## src/rtl/dcache_tag_way_p_if.sv

```systemverilog
// Bus interface for one tag way of the L1 data cache: lookup, refill
// allocation, victim export, multi-port invalidate and init status.
// The cache controller side uses the master modport, the tag way uses slave.
interface dcache_tag_way_p_if #(
    parameter int SET_W    = 6,
    parameter int TAG_W    = 30,
    parameter int WAYS_LOG = 3,
    parameter int INV_N    = 6
);
    logic                    rd_en;
    logic [SET_W-1:0]        rd_set;
    logic [TAG_W-1:0]        rd_tag;
    logic                    hit;
    logic                    hit_excl;
    logic                    err;
    logic                    recent_out;
    logic                    alloc_en;
    logic [2*WAYS_LOG-1:0]   alloc_rand;
    logic                    alloc_recent;
    logic                    alloc_excl;
    logic                    victim_valid;
    logic [TAG_W+SET_W-1:0]  victim_addr;
    logic [INV_N-1:0]        inv_en;
    logic [INV_N*SET_W-1:0]  inv_set;
    logic                    busy;

    modport master (
        output rd_en, rd_set, rd_tag, alloc_en, alloc_rand, alloc_recent,
               alloc_excl, inv_en, inv_set,
        input  hit, hit_excl, err, recent_out, victim_valid, victim_addr, busy
    );

    modport slave (
        input  rd_en, rd_set, rd_tag, alloc_en, alloc_rand, alloc_recent,
               alloc_excl, inv_en, inv_set,
        output hit, hit_excl, err, recent_out, victim_valid, victim_addr, busy
    );
endinterface

```

## src/rtl/dcache_tag_way_p.sv

```systemverilog
// One way of the L1 data-cache tag array. Holds tag/valid/exclusive/recent
// (and optionally parity) per set, does a one-cycle lookup, allocates on a
// random-way refill, exports the victim and clears itself after reset.
// Optional feature macro: DCACHE_TAG_PARITY_EN (stored even parity + check).
module dcache_tag_way_p #(
    parameter int SET_W    = 6,
    parameter int TAG_W    = 30,
    parameter int WAYS_LOG = 3,
    parameter int INDEX    = 0,
    parameter int INV_N    = 6
) (
    input  logic               clk,
    input  logic               rst,
    dcache_tag_way_p_if.slave  bus
);
    localparam int SETS = 2**SET_W;

    typedef enum logic {ST_INIT, ST_RUN} state_t;

    state_t              r_state;
    logic [SET_W-1:0]    r_cnt;
    logic                r_busy;
    logic                r_rd_en;
    logic [SET_W-1:0]    r_rd_set;
    logic [TAG_W-1:0]    r_rd_tag;

    logic [TAG_W-1:0]    r_tag [SETS];
    logic [SETS-1:0]     r_valid;
    logic [SETS-1:0]     r_excl;
    logic [SETS-1:0]     r_recent;

    logic [TAG_W-1:0]    w_rd_tag;
    logic                w_rd_valid;
    logic                w_rd_excl;
    logic                w_rd_recent;
    logic                w_par_ok;
    logic                w_hit;
    logic                w_alloc_sel;
    logic [WAYS_LOG-1:0] w_rand_hi;
    logic [WAYS_LOG-1:0] w_rand_lo;
    logic [SETS-1:0]     w_inv_dec [INV_N];
    logic [SETS-1:0]     w_inv_hit;
    logic [TAG_W-1:0]    w_new_tag;
    logic                w_new_valid;
    logic                w_new_excl;
    logic                w_new_recent;

    // Entry of the latched lookup set; array read is combinational on the
    // registered set, so anything written at the latching edge is seen.
    assign w_rd_tag    = r_tag[r_rd_set];
    assign w_rd_valid  = r_valid[r_rd_set];
    assign w_rd_excl   = r_excl[r_rd_set];
    assign w_rd_recent = r_recent[r_rd_set];

`ifdef DCACHE_TAG_PARITY_EN
    logic [SETS-1:0]     r_par;
    logic                w_rd_par;
    logic                w_new_par;
    assign w_rd_par = r_par[r_rd_set];
    assign w_par_ok = ~^{w_rd_tag, w_rd_valid, w_rd_recent, w_rd_excl, w_rd_par};
`else
    assign w_par_ok = 1'b1;
`endif

    assign w_rand_hi   = bus.alloc_rand[2*WAYS_LOG-1:WAYS_LOG];
    assign w_rand_lo   = bus.alloc_rand[WAYS_LOG-1:0];
    assign w_hit       = r_rd_en & w_rd_valid & (w_rd_tag == r_rd_tag) & w_par_ok;
    assign w_alloc_sel = r_rd_en & bus.alloc_en &
                         ((bus.alloc_recent ? w_rand_hi : w_rand_lo) == WAYS_LOG'(INDEX));

    assign bus.hit          = w_hit;
    assign bus.hit_excl     = w_hit & w_rd_excl;
    assign bus.err          = r_rd_en & ~w_par_ok;
    assign bus.recent_out   = r_rd_en & w_rd_recent & (w_rand_lo == WAYS_LOG'(INDEX));
    assign bus.victim_valid = w_alloc_sel & w_rd_valid;
    assign bus.victim_addr  = w_alloc_sel ? {w_rd_tag, r_rd_set} : '0;
    assign bus.busy         = r_busy;

    // One-hot set decode per invalidate port.
    genvar gi;
    generate
        for (gi = 0; gi < INV_N; gi++) begin : g_inv
            assign w_inv_dec[gi] = bus.inv_en[gi] ?
                                   (SETS'(1) << bus.inv_set[gi*SET_W +: SET_W]) : '0;
        end
    endgenerate

    // Merge all invalidate ports into one per-set clear mask.
    always_comb begin
        w_inv_hit = '0;
        for (int p = 0; p < INV_N; p++) begin
            w_inv_hit = w_inv_hit | w_inv_dec[p];
        end
    end

    // Next contents of the looked-up set: recent update, overridden by
    // allocation, with invalidate winning on the valid bit. Parity is
    // adjusted incrementally on the recent/valid-only paths so a corrupted
    // entry keeps reporting its error instead of being silently healed.
    always_comb begin
        w_new_tag    = w_rd_tag;
        w_new_valid  = w_rd_valid;
        w_new_excl   = w_rd_excl;
        w_new_recent = w_hit;
`ifdef DCACHE_TAG_PARITY_EN
        w_new_par    = w_rd_par ^ w_rd_recent ^ w_hit;
`endif
        if (w_alloc_sel) begin
            w_new_tag    = r_rd_tag;
            w_new_valid  = 1'b1;
            w_new_excl   = bus.alloc_excl;
            w_new_recent = 1'b0;
`ifdef DCACHE_TAG_PARITY_EN
            w_new_par    = ^{r_rd_tag, 1'b1, 1'b0, bus.alloc_excl};
`endif
        end
        if (w_inv_hit[r_rd_set]) begin
`ifdef DCACHE_TAG_PARITY_EN
            w_new_par    = w_new_par ^ w_new_valid;
`endif
            w_new_valid  = 1'b0;
        end
    end

    // Control FSM: init sweep counter, busy flag and lookup latch.
    always_ff @(posedge clk or posedge rst) begin
        if (rst) begin
            r_state  <= ST_INIT;
            r_cnt    <= '0;
            r_busy   <= 1'b1;
            r_rd_en  <= 1'b0;
            r_rd_set <= '0;
            r_rd_tag <= '0;
        end else begin
            case (r_state)
                ST_INIT: begin
                    r_rd_en <= 1'b0;
                    r_cnt   <= r_cnt + 1'b1;
                    if (r_cnt == SET_W'(SETS - 1)) begin
                        r_state <= ST_RUN;
                        r_busy  <= 1'b0;
                    end
                end
                default: begin
                    r_rd_en <= bus.rd_en;
                    if (bus.rd_en) begin
                        r_rd_set <= bus.rd_set;
                        r_rd_tag <= bus.rd_tag;
                    end
                end
            endcase
        end
    end

    // Tag storage: sweep clears one set per cycle, otherwise the looked-up
    // set takes its merged update and other sets only see invalidates.
    always_ff @(posedge clk) begin
        if (r_state == ST_INIT) begin
            r_tag[r_cnt]    <= '0;
            r_valid[r_cnt]  <= 1'b0;
            r_excl[r_cnt]   <= 1'b0;
            r_recent[r_cnt] <= 1'b0;
`ifdef DCACHE_TAG_PARITY_EN
            r_par[r_cnt]    <= 1'b0;
`endif
        end else begin
            for (int s = 0; s < SETS; s++) begin
                if (r_rd_en && (r_rd_set == SET_W'(s))) begin
                    r_tag[s]    <= w_new_tag;
                    r_valid[s]  <= w_new_valid;
                    r_excl[s]   <= w_new_excl;
                    r_recent[s] <= w_new_recent;
`ifdef DCACHE_TAG_PARITY_EN
                    r_par[s]    <= w_new_par;
`endif
                end else if (w_inv_hit[s]) begin
                    r_valid[s]  <= 1'b0;
`ifdef DCACHE_TAG_PARITY_EN
                    r_par[s]    <= r_par[s] ^ r_valid[s];
`endif
                end
            end
        end
    end
endmodule

```

## src/flat_wrapper.sv

```systemverilog
// flat-port wrapper written by rule: the top's interface ports become plain ports
module dcache_tag_way_p_flat 
#(
    parameter int SET_W    = 6,
    parameter int TAG_W    = 30,
    parameter int WAYS_LOG = 3,
    parameter int INDEX    = 0,
    parameter int INV_N    = 6
)
  (clk, rst, bus_rd_en, bus_rd_set, bus_rd_tag, bus_alloc_en, bus_alloc_rand, bus_alloc_recent, bus_alloc_excl, bus_inv_en, bus_inv_set, bus_hit, bus_hit_excl, bus_err, bus_recent_out, bus_victim_valid, bus_victim_addr, bus_busy);
  dcache_tag_way_p_if #(.SET_W(SET_W), .TAG_W(TAG_W), .WAYS_LOG(WAYS_LOG), .INV_N(INV_N)) bus_i ();
  input  logic clk;
  input  logic rst;
  input wire logic [$bits(bus_i.rd_en)-1:0] bus_rd_en;
  input wire logic [$bits(bus_i.rd_set)-1:0] bus_rd_set;
  input wire logic [$bits(bus_i.rd_tag)-1:0] bus_rd_tag;
  input wire logic [$bits(bus_i.alloc_en)-1:0] bus_alloc_en;
  input wire logic [$bits(bus_i.alloc_rand)-1:0] bus_alloc_rand;
  input wire logic [$bits(bus_i.alloc_recent)-1:0] bus_alloc_recent;
  input wire logic [$bits(bus_i.alloc_excl)-1:0] bus_alloc_excl;
  input wire logic [$bits(bus_i.inv_en)-1:0] bus_inv_en;
  input wire logic [$bits(bus_i.inv_set)-1:0] bus_inv_set;
  output wire logic [$bits(bus_i.hit)-1:0] bus_hit;
  output wire logic [$bits(bus_i.hit_excl)-1:0] bus_hit_excl;
  output wire logic [$bits(bus_i.err)-1:0] bus_err;
  output wire logic [$bits(bus_i.recent_out)-1:0] bus_recent_out;
  output wire logic [$bits(bus_i.victim_valid)-1:0] bus_victim_valid;
  output wire logic [$bits(bus_i.victim_addr)-1:0] bus_victim_addr;
  output wire logic [$bits(bus_i.busy)-1:0] bus_busy;
  assign bus_i.rd_en = bus_rd_en;
  assign bus_i.rd_set = bus_rd_set;
  assign bus_i.rd_tag = bus_rd_tag;
  assign bus_i.alloc_en = bus_alloc_en;
  assign bus_i.alloc_rand = bus_alloc_rand;
  assign bus_i.alloc_recent = bus_alloc_recent;
  assign bus_i.alloc_excl = bus_alloc_excl;
  assign bus_i.inv_en = bus_inv_en;
  assign bus_i.inv_set = bus_inv_set;
  assign bus_hit = bus_i.hit;
  assign bus_hit_excl = bus_i.hit_excl;
  assign bus_err = bus_i.err;
  assign bus_recent_out = bus_i.recent_out;
  assign bus_victim_valid = bus_i.victim_valid;
  assign bus_victim_addr = bus_i.victim_addr;
  assign bus_busy = bus_i.busy;
  dcache_tag_way_p #(.SET_W(SET_W), .TAG_W(TAG_W), .WAYS_LOG(WAYS_LOG), .INDEX(INDEX), .INV_N(INV_N)) u_core (.clk(clk), .rst(rst), .bus(bus_i));
endmodule
```

## config.mk

```make
export PLATFORM = sky130hd
export DESIGN_NAME = dcache_tag_way_p_flat
export DESIGN_NICKNAME = d
export VERILOG_FILES = /design/src/rtl/dcache_tag_way_p_if.sv /design/src/rtl/dcache_tag_way_p.sv /design/src/flat_wrapper.sv
export SDC_FILE = /design/constraint.sdc
export NUM_CORES = 2
export LEC_CHECK = 0
export CAP_MARGIN = 20
export CORE_MARGIN = 10
export CORE_UTILIZATION = 30
export CTS_CLUSTER_SIZE = 14
export DETAILED_ROUTE_END_ITERATION = 8
export PLACE_DENSITY = 0.43
export SETUP_SLACK_MARGIN = 0.5
export SLEW_MARGIN = 20
export SYNTH_ARGS = -nofsm -noshare
export SYNTH_HDL_FRONTEND = slang
export SYNTH_SLANG_ARGS = --single-unit
```

## constraint.sdc

```tcl
create_clock -name clk -period 4.3 [get_ports clk]
set_input_delay 0.86 -clock clk [delete_from_list [all_inputs] [get_ports clk]]
set_output_delay 0.86 -clock clk [all_outputs]
set_load 0.1 [all_outputs]
```

==> reports/results.md <==
## Finish
- **layout-stage area growth over the synthesis result** 30.8%
- **final cell area excluding filler cells** 132000 um2
- **share of cells above drive strength 1** 30.0%
- **top library cells by usage in the layout, fill and taps aside** edfxtp_1 (2112), nor2_1 (2110), buf_4 (1038)
- **Nets** 9218
- **most frequent standard cell in the layout excluding fill and tap cells** edfxtp_1
- **non-filler instance count after layout** 13700

## Logic synthesis
- **flip-flop cell with the highest count after synthesis** edfxtp_1
- **flops & latches, synth** 2157
- **Unique masters post-synth** 95
- **cell count after synthesis** 7949
- **leading area contributor after synthesis** edfxtp_1
- **fraction of post-synthesis cell area in the top cell type by area** 62.8%
- **leading post-synthesis cells by cell area** edfxtp_1 (63%), nor2_1 (8.2%), mux4_2 (7.2%)
- **number of flops mapped to enable cells by yosys** 2112
- **post-synthesis sequential area ratio** 64.0%
- **total number of yosys warnings** 0
- **asr flop ratio synth** 2.09%
- **number of nets produced by synthesis** 8040
- **Mean Syn Cell Area** 12.7 um2
- **Mapped Area** 101000 um2

## Placement
- **weighted congestion reported at the end of routability-driven placement** 0.969
- **post-detail-place hpwl** 337000 um
- **setup slack at placement** -1.23 ns
- **dpl cells** 13100
- **count of input and output buffers** 130
- **placement-stage cell area** 120000 um2

## Timing
- **transition at the pin with the smallest max-transition slack** 1.05 ns
- **slack of the critical path** -1.56 ns
- **time the worst path needs with I/O delays and setup** 5.86 ns
- **Hold Fails Final Rpt** 0
- **share of the clock period used by the worst path after layout** 136%
- **max frequency** 0.171 GHz
- **final max-slew violation count** 0
- **Clock Skews** 0.106 ns
- **Slew HR** 29.8%
- **final number of setup-violating endpoints** 98
- **unrepaired setup endpoints after global routing** yes

## Run
- **maxcap violations** 0

## Detailed routing
- **detail-routed via count per cell** 5.61
- **drt initial violations** 9489
- **Routed WL per cell** 36.1 um
- **first drt pass iteration count** 6
- **wirelength, routed** 497000 um
- **Post-route DRC** 0
- **residual antenna-violating net count after detailed routing** 0
- **total vias in the final route** 77000

## Global routing
- **first-pass GRT wire length** 663000 um
- **maximum number of pins on one net before global-route repair** 95
- **overall routing resource usage** 26.5%
- **number of global-route vias before repair** 75100
- **antenna violations before repair** 27
- **total gr overflow** 0

## CTS
- **clock sink count** 2157
- **TritonCTS clock tree** done
- **CTS clock-pin slew for the worst setup and hold paths** 0.07 ns
- **Root Driver** clkbuf_16
- **clock latency reported for the late side of the worst-skew pair** 0.99 ns
- **number of buffers created by CTS** 240
- **clk buf depth** 4
- **number of levels in the clock H-tree** 4

## Setup path
- **number of cell instances on the worst register-to-register path** 18
- **Worst Setup End Kind** output port
- **maximum fanout count along the critical path** 7
- **endpoint arrival time on the critical path** 5.00 ns
- **Crit Reg-Reg Endpoint** u_core.r_recent[39]$_DFFE_PP_
- **flop2flop setup slack** -0.29 ns
- **FF-to-FF Start** u_core.r_rd_set[0]$_DFFE_PP0P_
- **critical path start-end classification** reg2out
- **Worst EP required** 3.44 ns
- **startpoint type of the worst setup path** flip-flop

## Outcome
- **run status** finished, violations left
- **violated checks** setup timing

## Floorplan
- **vertical die dimension** 600 um
- **DIE WIDTH** 600 um
- **Total Die Area** 360000 um2
- **Starting Density** 30.2%
- **area of the core region** 334000 um2
- **I/O pins** 132
- **site row count** 212

## Power and ir drop
- **Power Density** 333 nW/um2
- **VDD IR-drop max** 0.367 mV
- **standby leakage power** 46.3 nW

## Worst hold path
- **class of the worst hold path** in2async

-- synth_stat cells (all sizes together) (26+ instances only) --
library cell  count
nand4            34
buf             198
a21o             66
a221oi           43
inv              64
nand2b           34
mux4            344
o21ai           164
a31oi            42
a22oi           199
nor2           2197
clkbuf          534
nor3             46
o211ai           26
nand3           121
a21oi           137
mux2             45
nand2           509
nor4             29
mux2i           438
and3             28
nor2b            52
edfxtp         2112
dfrtp            44
o22ai            98
-- worst max-delay path by stage --
stage / start / to / slack [ns]
3_5_place_dp: u_core.r_rd_set[1]$_DFFE_PP0P_ / bus_hit_excl / -1.23
6_report: u_core.r_rd_set[0]$_DFFE_PP0P_ / bus_hit_excl / -1.56
2_1_floorplan: u_core.r_rd_set[0]$_DFFE_PP0P_ / bus_hit_excl / 0.27
3_3_place_gp: u_core.r_rd_set[1]$_DFFE_PP0P_ / bus_hit_excl / -1.26
5_1_grt: u_core.r_rd_set[0]$_DFFE_PP0P_ / bus_hit_excl / -1.64
4_1_cts: u_core.r_rd_set[0]$_DFFE_PP0P_ / bus_hit_excl / -1.56
-- where the power goes --
group	total, mW	switching, mW	internal (mW)
Sequential	22.7	0.00129	22.7
Combinational	0.711	0.406	0.305
Clock	20.5	9.05	11.5
Total	44.0	9.46	34.5
-- per-stage QoR --
step	utilization [%]	setup TNS, ns	hold slack (ns)	power, mW
2_1_floorplan	-	0	0.504	23.3
3_3_place_gp	35.9	-122.54	0.503	23.9
3_5_place_dp	35.9	-111.14	0.499	23.9
4_1_cts	39.1	-28.83	0.278	44.2
5_1_grt	39.5	-39.24	0.290	45.0
6_report	39.5	-34.51	0.319	44.0
-- routing by layer --
| metal | routed length [um] | vias to the layer above | share of wire, % | global-route usage, % |
|---|---|---|---|---|
| li1 | - | 31700 | - | - |
| met1 | 203000 | 40700 | 41 | 35.8 |
| met2 | 227000 | 3838 | 46 | 42.4 |
| met3 | 36700 | 833 | 7.4 | 3.75 |
| met4 | 30000 | 0 | 6.0 | 12.4 |
| met5 | 0 | - | 0 | 0 |
-- layout make-up --
type	instances	area (um2)
Multi-Input combinational cell	4994	35500
Fill cell	31600	202000
Clock buffer	282	6240
Clock inverter	161	1390
Antenna cell	28	70.1
Sequential cell	2157	64600
Timing Repair Buffer	1668	18500
Inverter	66	262
Tap cell	4387	5490
-- registers in the layout, summed over array words and instances (netlist names) --
| register | flops |
|---|---|
| u_core.r_rd_tag | 30 |
| u_core.r_tag | 1920 |
| u_core.r_cnt | 6 |
| u_core.bus.busy | 1 |
| u_core.r_rd_set | 6 |
| u_core.r_state | 1 |
| u_core.r_recent | 64 |
| u_core.r_rd_en | 1 |
| u_core.r_excl | 64 |
| u_core.r_valid | 64 |
-- timing repair --
action	4_1_cts	5_1_grt
setup endpoints to repair	1918	1088
gates resized for setup	436	209
pin swaps	82	69
gates cloned	13	10
hold buffers	0	0
buffers inserted	78	41
-- kinds of logic (layout without fill, tap and decap cells) --
group / after synthesis / after routing / share of synthesized area (%)
fa+ha+maj: 1 / 1 / 0.0124
compound gates: 933 / 933 / 6.29
other cells: 1 / 29 / 0.00372
simple gates: 3199 / 3200 / 13.2
xor+xnor: 32 / 32 / 0.278
mux: 827 / 827 / 12.6
buf+inv: 799 / 2177 / 3.61
flops: 2157 / 2157 / 64.0
-- worst max-delay path, cell delays in order (launching register included) --
cell and delay (ns):
dfrtp_4 0.49, buf_12 0.19, buf_16 0.14, mux4_2 0.51, a32o_2 0.32, a221oi_4 0.41, nand3_4 0.17, buf_12 0.18
xor2_2 0.16, or4_1 0.42, a32o_2 0.29, nor4_4 0.19, and4_4 0.34, buf_12 0.19
(Power assumes the default switching activity.)
==> variant (config.mk and constraints unchanged) <==
The option `DCACHE_TAG_PARITY_EN` is turned on by a define.
--- a/src/rtl/dcache_tag_way_p.sv
+++ b/src/rtl/dcache_tag_way_p.sv
@@ -2,6 +2,8 @@
 // (and optionally parity) per set, does a one-cycle lookup, allocates on a
 // random-way refill, exports the victim and clears itself after reset.
 // Optional feature macro: DCACHE_TAG_PARITY_EN (stored even parity + check).
+`define DCACHE_TAG_PARITY_EN
+
 module dcache_tag_way_p #(
     parameter int SET_W    = 6,
     parameter int TAG_W    = 30,
Function: not settled (the Yosys comparison gave no result); the edit may change what the design does.
==> variant against the unedited design <==
The run still ends with negative setup slack left. Cell area is 2.8% higher. Worst setup slack got worse by 0.38 ns. Wire length decreased by 2.0%. Power rose by 4.2%. Sequential cell count increased by 64. Sequential power increased by 3%. Synthesized area grew 4.7%. Core utilization fell by 0.74 points. Maximum frequency fell by 6.2%. Clock skew is 0.0090 ns higher.
==> variant: results <==
[drt]
drt_wl_total_mm = 487
vias_per_cell = 5.48
wl_met1_mm = 193
wl_met2_mm = 233

[cells_and_area]
antenna_cells = 9
multi_input_area_share_pct = 27.2
drive_gt1_share_pct = 29.6
final-nonclk-buf-share_pct = 13.4
n_all_buffers = 1766
clkbuf_count = 320
final-seq-area_um2 = 66500

[synth]
async_flop_share_pct = 2.03
avgSynthCellArea_um2 = 13.0
yosys-top-cells-area = "edfxtp_1 (62%), mux4_2 (8.8%), nor2_1 (7.8%), mux2i_1 (3.2%), clkbuf_1 (1.9%)"

[timing]
worst_slack_ns = -1.94
setup_viol = 227

[placement]
place_area_um2 = 125000
place_hpwl_mm = 335
gp_congestion = 0.940
portBuffers = 131

[global_routing]
use_met1_pct = 32.1
grt_pass1_wl_mm = 658
gr-usage-met3_pct = 3.04
grt_use_met2_pct = 41.6
grt_usage_pct = 25.0

[power_and_ir_drop]
design_power_total_mw = 45.8
ir_worst_vdd_mv = 0.291
p_seq_mw = 23.4
p_sw_share_pct = 21.4

[status]
violations = "negative setup slack"
status = "complete, but fails checks"

[worst_setup_path]
cp_max_fo = 8
crit_arrival_ns = 5.38

[clock_tree]
clk-insertion-delay-late_ns = 0.94
htreeDepth = 5
variant: changes by cell type in the layout (fill, tap and decap cells not counted), moves of 51 or more:
cell	delta
o21ai_0	+110
nand2_1	-118
xnor2_1	+51
buf_6	-73
mux4_2	+88
a21o_1	+103
edfxtp_1	+64
buf_4	+245
a21oi_1	+110
o22ai_1	+61
mux2i_1	-96
variant: cell families after synthesis:
kind of cell / synth area share (%)
buf+inv: 4.00
fa+ha+maj: 0.0118
simple gates: 12.0
mux: 13.1
xor+xnor: 0.909
compound gates: 7.10
flops: 62.9
variant: worst paths after layout:
check / slack, ns / start / end / cells after the start
worst max-delay path: -1.94 / u_core.r_rd_set[0]$_DFFE_PP0P_ / bus_err / 14
worst min-delay path: 0.49 / rst / u_core.r_rd_tag[13]$_DFFE_PP0P_ / 2
worst max register to register: -1.13 / u_core.r_rd_set[0]$_DFFE_PP0P_ / u_core.r_par[13]$_DFFE_PP_ / 24
worst min register to register: 0.53 / u_core.bus.busy$_DFFE_PP1P_ / u_core.bus.busy$_DFFE_PP1P_ / 1
max in group asynchronous: 2.86 / rst / u_core.bus.busy$_DFFE_PP1P_ / 3
min in group clk: 0.53 / u_core.bus.busy$_DFFE_PP1P_ / u_core.bus.busy$_DFFE_PP1P_ / 1
variant: worst max-delay path, stage by stage, from the launching register on:
cell	delay, ns
dfrtp_4	0.46
buf_12	0.19
buf_4	0.16
buf_16	0.16
buf_6	0.13
mux4_2	0.55
mux4_2	0.59
mux4_2	0.52
xor2_2	0.20
buf_6	0.15
xnor3_1	0.26
xnor2_2	0.15
xnor3_2	0.42
and2b_4	0.33
buf_12	0.17
variant: repair_timing:
action,in CTS,in global routing
setup buffers,28,40
setup endpoints to repair,1655,1420
resized for setup,152,87
gates cloned,8,5
pin swaps,27,29
